`config.mk`:
```
export PLATFORM = sky130hd
export DESIGN_NAME = uart_tx_arbiter
export DESIGN_NICKNAME = d
export VERILOG_FILES = /design/src/rtl/uart_tx_arbiter.sv
export SDC_FILE = /design/constraint.sdc
export NUM_CORES = 1
export LEC_CHECK = 0
export BUFFER_PORTS_ARGS = -buffer_cell sky130_fd_sc_hd__buf_2
export CORE_ASPECT_RATIO = 0.9
export CORE_MARGIN = 2
export CORE_UTILIZATION = 25
export DETAILED_ROUTE_END_ITERATION = 8
export PLACE_DENSITY = 0.49
export SLEW_MARGIN = 20
export SYNTH_ARGS = -nofsm -noshare
export SYNTH_HDL_FRONTEND = slang
export SYNTH_SLANG_ARGS = --single-unit
```
`constraint.sdc`:
```
create_clock -name clk_i -period 1.5 [get_ports clk_i]
set_input_delay 0.3 -clock clk_i [delete_from_list [all_inputs] [get_ports clk_i]]
set_output_delay 0.3 -clock clk_i [all_outputs]
set_load 0.02 [all_outputs]
```
`src/rtl/uart_tx_arbiter.sv`:
```
// Round-robin arbiter sharing one UART transmitter between NREQ byte sources.
// Each source hands over one byte into a private holding register; the FSM
// then launches one frame at a time through the tx_start/tx_busy handshake.
module uart_tx_arbiter #(
  parameter int NREQ   = 2,
  parameter int DATA_W = 8,
  localparam int GW    = (NREQ > 1) ? $clog2(NREQ) : 1
) (
  input  logic                     clk_i,
  input  logic                     rst_ni,
  input  logic [NREQ-1:0]          req_valid_i,
  input  logic [NREQ*DATA_W-1:0]   req_data_i,
  output logic [NREQ-1:0]          req_ready_o,
  output logic                     tx_start_o,
  output logic [DATA_W-1:0]        tx_data_o,
  input  logic                     tx_busy_i,
  output logic [GW-1:0]            grant_id_o,
  output logic                     busy_o
);

  typedef enum logic [1:0] {
    IDLE,
    LAUNCH,
    WAIT_BUSY,
    WAIT_DONE
  } state_e;

  state_e              state_q;
  logic [NREQ-1:0]     pending_q;
  logic [NREQ-1:0]     pending_d;
  logic [NREQ-1:0]     accept;
  logic [NREQ-1:0]     clearMask;
  logic [DATA_W-1:0]   hold_q [NREQ];
  logic [GW-1:0]       last_q;
  logic [GW-1:0]       grant_q;
  logic [GW-1:0]       winner;
  logic [GW-1:0]       cand;
  logic                winnerValid;
  logic [DATA_W-1:0]   txData_q;
  logic                txStart_q;
  logic                busy_q;
  logic                frameDone;
  int                  idx;

  assign accept      = req_valid_i & ~pending_q;
  assign frameDone   = (state_q == WAIT_DONE) && !tx_busy_i;
  assign req_ready_o = ~pending_q;
  assign tx_start_o  = txStart_q;
  assign tx_data_o   = txData_q;
  assign grant_id_o  = grant_q;
  assign busy_o      = busy_q;

  // Next pending flags: set on an accepted handshake, cleared when the served frame completes
  always_comb begin
    clearMask = '0;
    if (frameDone) begin
      clearMask[grant_q] = 1'b1;
    end
    pending_d = (pending_q | accept) & ~clearMask;
  end

  // Pending flags; a set flag blocks its requester until its frame has been sent
  always_ff @(posedge clk_i) begin
    if (!rst_ni) begin
      pending_q <= '0;
    end else begin
      pending_q <= pending_d;
    end
  end

  // Holding registers capture a byte only when the slot is empty, so no overwrite is possible
  always_ff @(posedge clk_i) begin
    for (int i = 0; i < NREQ; i++) begin
      if (accept[i]) begin
        hold_q[i] <= req_data_i[i*DATA_W +: DATA_W];
      end
    end
  end

  // Round-robin search from last+1 upward; scanning backwards lets the earliest hit win
  always_comb begin
    winnerValid = 1'b0;
    winner      = '0;
    idx         = 0;
    cand        = '0;
    for (int k = NREQ; k >= 1; k--) begin
      idx  = (int'(last_q) + k) % NREQ;
      cand = GW'(idx);
      if (pending_q[cand]) begin
        winnerValid = 1'b1;
        winner      = cand;
      end
    end
  end

  // Frame sequencer with registered tx_start, tx_data, grant_id and busy
  always_ff @(posedge clk_i) begin
    if (!rst_ni) begin
      state_q   <= IDLE;
      last_q    <= GW'(NREQ - 1);
      grant_q   <= '0;
      txData_q  <= '0;
      txStart_q <= 1'b0;
      busy_q    <= 1'b0;
    end else begin
      txStart_q <= 1'b0;
      case (state_q)
        IDLE: begin
          if (winnerValid) begin
            grant_q   <= winner;
            txData_q  <= hold_q[winner];
            txStart_q <= 1'b1;
            busy_q    <= 1'b1;
            state_q   <= LAUNCH;
          end
        end
        LAUNCH: begin
          state_q <= WAIT_BUSY;
        end
        WAIT_BUSY: begin
          if (tx_busy_i) begin
            state_q <= WAIT_DONE;
          end
        end
        WAIT_DONE: begin
          if (!tx_busy_i) begin
            last_q  <= grant_q;
            busy_q  <= 1'b0;
            state_q <= IDLE;
          end
        end
        default: begin
          state_q <= IDLE;
        end
      endcase
    end
  end

endmodule

```
* Word level (Yosys, flattened, before mapping)
Memories as Yosys holds them, arrays and structs flattened. A register that Yosys moved wholly into a read port is not among the register bits.
Index checks and enable logic that the tools add are counted.
** Cells by class
- $lt $le $gt $ge :: 4
- Multiplexer cells :: 23
- Eq/ne operators :: 6
- Div/mod/pow operators :: 0
- Reduce and logical (&&, ||, !) cells :: 11
- Shifts and indexed selects :: 0
- Add/subtract/negate cells :: 2
- Bitwise operators :: 6
- $mul :: 0
** Operators by type and width (count)
- 2-to-1 mux 1 bit :: 16
- 2-to-1 mux 2 bit :: 4
- case mux 2 bit (4 select lines) :: 1
- < comparator 1 x 2 -> 1 bit (second input constant) :: 3
- != test 2 bit (second input constant) :: 3
- AND reduction 2 bit :: 3
- AND reduction 3 bit :: 2
- bitwise AND 2 bit :: 2
- == test 2 bit (second input constant) :: 2
- NOT 2 bit :: 2
- adder 1 bit (second input constant) :: 2
- == test 2 x 1 -> 1 bit (second input constant) :: 1
- logical AND 1 bit :: 2
- logical NOT 1 bit :: 2
- logical NOT 2 bit :: 1
- bitwise OR 2 bit :: 1
- case mux 1 bit (2 select lines) :: 1
- nonzero test 2 bit :: 1
- demux 1 bit (select 1 bit) :: 1
- greater-or-equal comparator 1 bit (second input constant) :: 1
- NOT 1 bit :: 1
** Storage, ports and cells
- Memories :: 1
- Word-level logic and storage cells :: 59
- Memory bits (read-only) :: 0
- Input bits :: 21
- Flip-flop bits (word level) :: 8
- Latch bits :: 0
- RAM bits :: 16
** Memory list
- hold_q :: words 2, width 8, read ports 1, clocked after memory_dff 1, write ports 2, RTL line 33 : logic [DATA_W-1:0] hold_q [NREQ];

* Longest topological paths before layout
- Depth in word-level cells :: 7
- Gate-level depth with buffers :: 6
- Gate-level depth less buffers :: 5

* Worst setup path after synthesis
OpenSTA, ideal clock, no wires.
- Path kind :: flip-flop to flip-flop
- From :: register state_q[0]
- To :: register state_q[1]
- Library setup time :: 0.072 ns
- Slack :: 0.242 ns
- Period minus slack after synthesis :: 1.258 ns
- Arrival time :: 1.186 ns
- Stages on the path, launching flop included :: 6
- Path through :: dfxtp_1 -> inv_1 -> ha_1 -> mux2_2 -> a31oi_2 -> mux2i_1
** Between the ends
- Cells in the longest elaborated chain, start to end :: 3
** Ends and longest elaborated chain
- from (decl) :: RTL line 28 : state_e state_q;
- from (signal assigned) :: RTL line 99 : state_q <= IDLE;
- from (signal assigned) :: RTL line 114 : state_q <= LAUNCH;
- from (signal assigned) :: RTL line 118 : state_q <= WAIT_BUSY;
- == test 2 bit or logical NOT 2 bit (tied branches) :: RTL line 107 : case (state_q)
- != test 2 bit (no source line)
- AND reduction 3 bit (no source line)
Parallel ways exist; a longest one is shown, timed or not.
A chain may end at the register's enable or synchronous reset.

* Worst setup path after layout
- From :: register pending_q[0]
- To :: output req_ready_o[0]
** Between the ends
- Cells in the longest elaborated chain, start to end :: 1
** Ends and longest elaborated chain
- from (decl) :: RTL line 29 : logic [NREQ-1:0] pending_q;
- from (signal assigned) :: RTL line 67 : pending_q <= pending_d;
- NOT 2 bit :: RTL line 47 : assign req_ready_o = ~pending_q;
- to (decl) :: RTL line 13 : output logic [NREQ-1:0] req_ready_o,
Every way passes these cells.

==> qor.txt <==
status: complete, no violations
Post-CTS Hold Fix Bufs: 0
DRT Pass-1 Iters: 5
gr ovfl total: 0
root buf cell: clkbuf_8
1st-iter DRT viols: 48
Synth Area per Inst: 12.4 µm²
Reg2Reg Depth: 5
total clock sinks: 32
Post-Syn Nets: 124
Worst Path Required: 1.20 ns
Residual DRC: 0
via count: 873
Flop pwr share: 45.1%
cell depth of the worst hold path: 1
fin area: 1580 µm²
skew final: 0.00418 ns
Critical Path AT: 1.09 ns
part of the Yosys area used for sequential elements: 64.8%
Worst Setup Start Kind: flip-flop
Worst Path Max Fanout: 8
Final Core Density: 33.0%
Die ar.: 5520 µm²
Die X: 78.1 µm
Clock Power Share: 30.7%
Num CTS Buffers: 5
fin cells: 205
antenna violations before repair: 0
clock transition at the registers of the reported paths: 0.06 ns
total power: 2.59 mW
P&R area growth vs syn: 28.1%
Post-Synth XOR/XNOR Area: 0%
Final Critical Period: 1.39 ns
power per cell area: 1630 nW/µm²
Boundary Pins: 34
Final GP Congestion: 0.717
Yosys cell types: 27
Crit Path Class: reg -> out
Chip Height: 70.7 µm
H-tree depth: 2
Post-DP HPWL: 1.79 mm
input/output buffers: 33
leak pwr: 0.667 nW
post-route ant nets: 0
CP max stage cell: dfxtp_1
clock latency on the worst-skew pair: 0.28 ns
Worst Hold Class: in -> reg
initial core utilization: 25.7%
largest net degree at the start of global routing: 19
Synth Area in Adders: 3.04%
Placement Setup Slack: 0.122 ns
combinational group share of total power: 24.2%
combinational family with the most area after synthesis: compound AO/OA/AOI/OAI gates
Mapped Area: 1240 µm²
hold violation count in the final report: 0
nature of the critical path endpoint: primary output
Core Rows: 24
Cells after DPL: 197
Ys Warns: 0
CTS tree: done
Post-CTS Setup Repair Bufs: 0
mux contribution to synthesized area: 1.72%
DR vias/cell: 4.26
worst setup margin: 0.112 ns
post_cts resized: 0
Max IR drop VDD: 0.583 mV
first-pass GRT wire length: 4.06 mm
DP Area: 1480 µm²
RSZ-0062 raised after global routing: no
Final period util: 92.5%
WL final: 2.54 mm
Critical Path Max Stage Delay: 0.51 ns
nets: 163
most common cell after layout, fill and taps aside: buf_2
Antenna Diode Count: 0
#FFs+latches synth: 32
number of global-route vias before repair: 846
Synth Area in Compound Gates: 18.0%
CP cell instances: inv_1 -> buf_2
Worst Max-Slew Pin Slew: 0.320 ns
Bufs on Longest Clock Path: 2
Sw Ratio: 29.9%
Core Footprint: 4800 µm²
final-report setup violation count: 0
share of layout cells above drive strength 1: 36.4%
internal power: 1.81 mW
commonest non-fill, non-tap cells in the layout: buf_2, nand2_1, dfxtp_1, edfxtp_1
max cap viols: 0
TNS Setup: 0 ns
drt wl/cell: 12.4 µm
Slew HR: 78.6%
commonest register cell after synthesis: edfxtp_1
simple-gate portion of the synthesized area: 8.60%
ys async rst share: 0%
Synth Instances: 100
number of enable flip-flop cells after synthesis: 16
Psw: 0.774 mW
Max Slew Vio Count: 0
worst hold margin: 0.193 ns
Max Fclk: 0.721 GHz
Tot GR Track Use: 9.76%
-- synthesized netlist by cell type, types with 2 or more instances --
cell type | count | area [µm²]
dfxtp_1 | 16 | 320
and2_1 | 2 | 12.5
o21ai_0 | 8 | 40.0
buf_2 | 2 | 10.0
edfxtp_1 | 16 | 480
ha_1 | 3 | 37.5
nand2_1 | 20 | 75.1
nor2b_1 | 2 | 12.5
inv_1 | 5 | 18.8
o221a_2 | 2 | 22.5
a31oi_1 | 8 | 50.1
-- registers in the layout, indices dropped and copies added (netlist names) --
signal and count:
busy_o 1, grant_id_o 1, hold_q 16, last_q 1, pending_q 2, state_q 2
tx_data_o 8, tx_start_o 1
-- worst max-delay path, delay by kind of cell (launching register included) --
kind,cells,cell delay (ns)
buf+inv,2,0.30
flops,1,0.51
-- path summary, 6_finish.rpt --
check,startpoint,endpoint,slack [ns]
worst max register to register,state_q[0],state_q[1],0.12
worst max-delay path,pending_q[0],req_ready_o[0],0.11
worst min-delay path,req_data_i[14],hold_q[1][6],0.19
worst min register to register,busy_o,busy_o,0.47
-- kinds of logic after synthesis --
| group | after synthesis |
|---|---|
| mux | 2 |
| compound gates | 29 |
| flops | 32 |
| buf+inv | 9 |
| fa+ha+maj | 3 |
| simple gates | 25 |
-- power by group through the flow --
stage                     Combinational, mW  Clock [mW]  Sequential (mW)
after floorplan                       0.314           0             1.29
after global placement                0.615           0             1.18
after detailed placement              0.634           0             1.19
after CTS                             0.637       0.818             1.17
after global routing                  0.690       0.861             1.19
final                                 0.626       0.795             1.17
-- layer usage --
metal	routed length (µm)	track usage, %	part of all wire (%)	vias up
met4	27	2.92	1.1	0
met3	167	4.97	6.6	4
met1	1150	12.8	45	402
li1	-	-	-	439
met2	1200	14.2	47	28
met5	0	0	0	-
-- cell type report --
cell class                      count  area (µm²)
Clock buffer                        6        72.6
Clock inverter                      2        35.0
Fill cell                         512        3220
Inverter                            5        18.8
Multi-Input combinational cell     59         388
Sequential cell                    32         801
Tap cell                           65        81.3
Timing Repair Buffer               36         188
(Power assumes the default switching activity.)
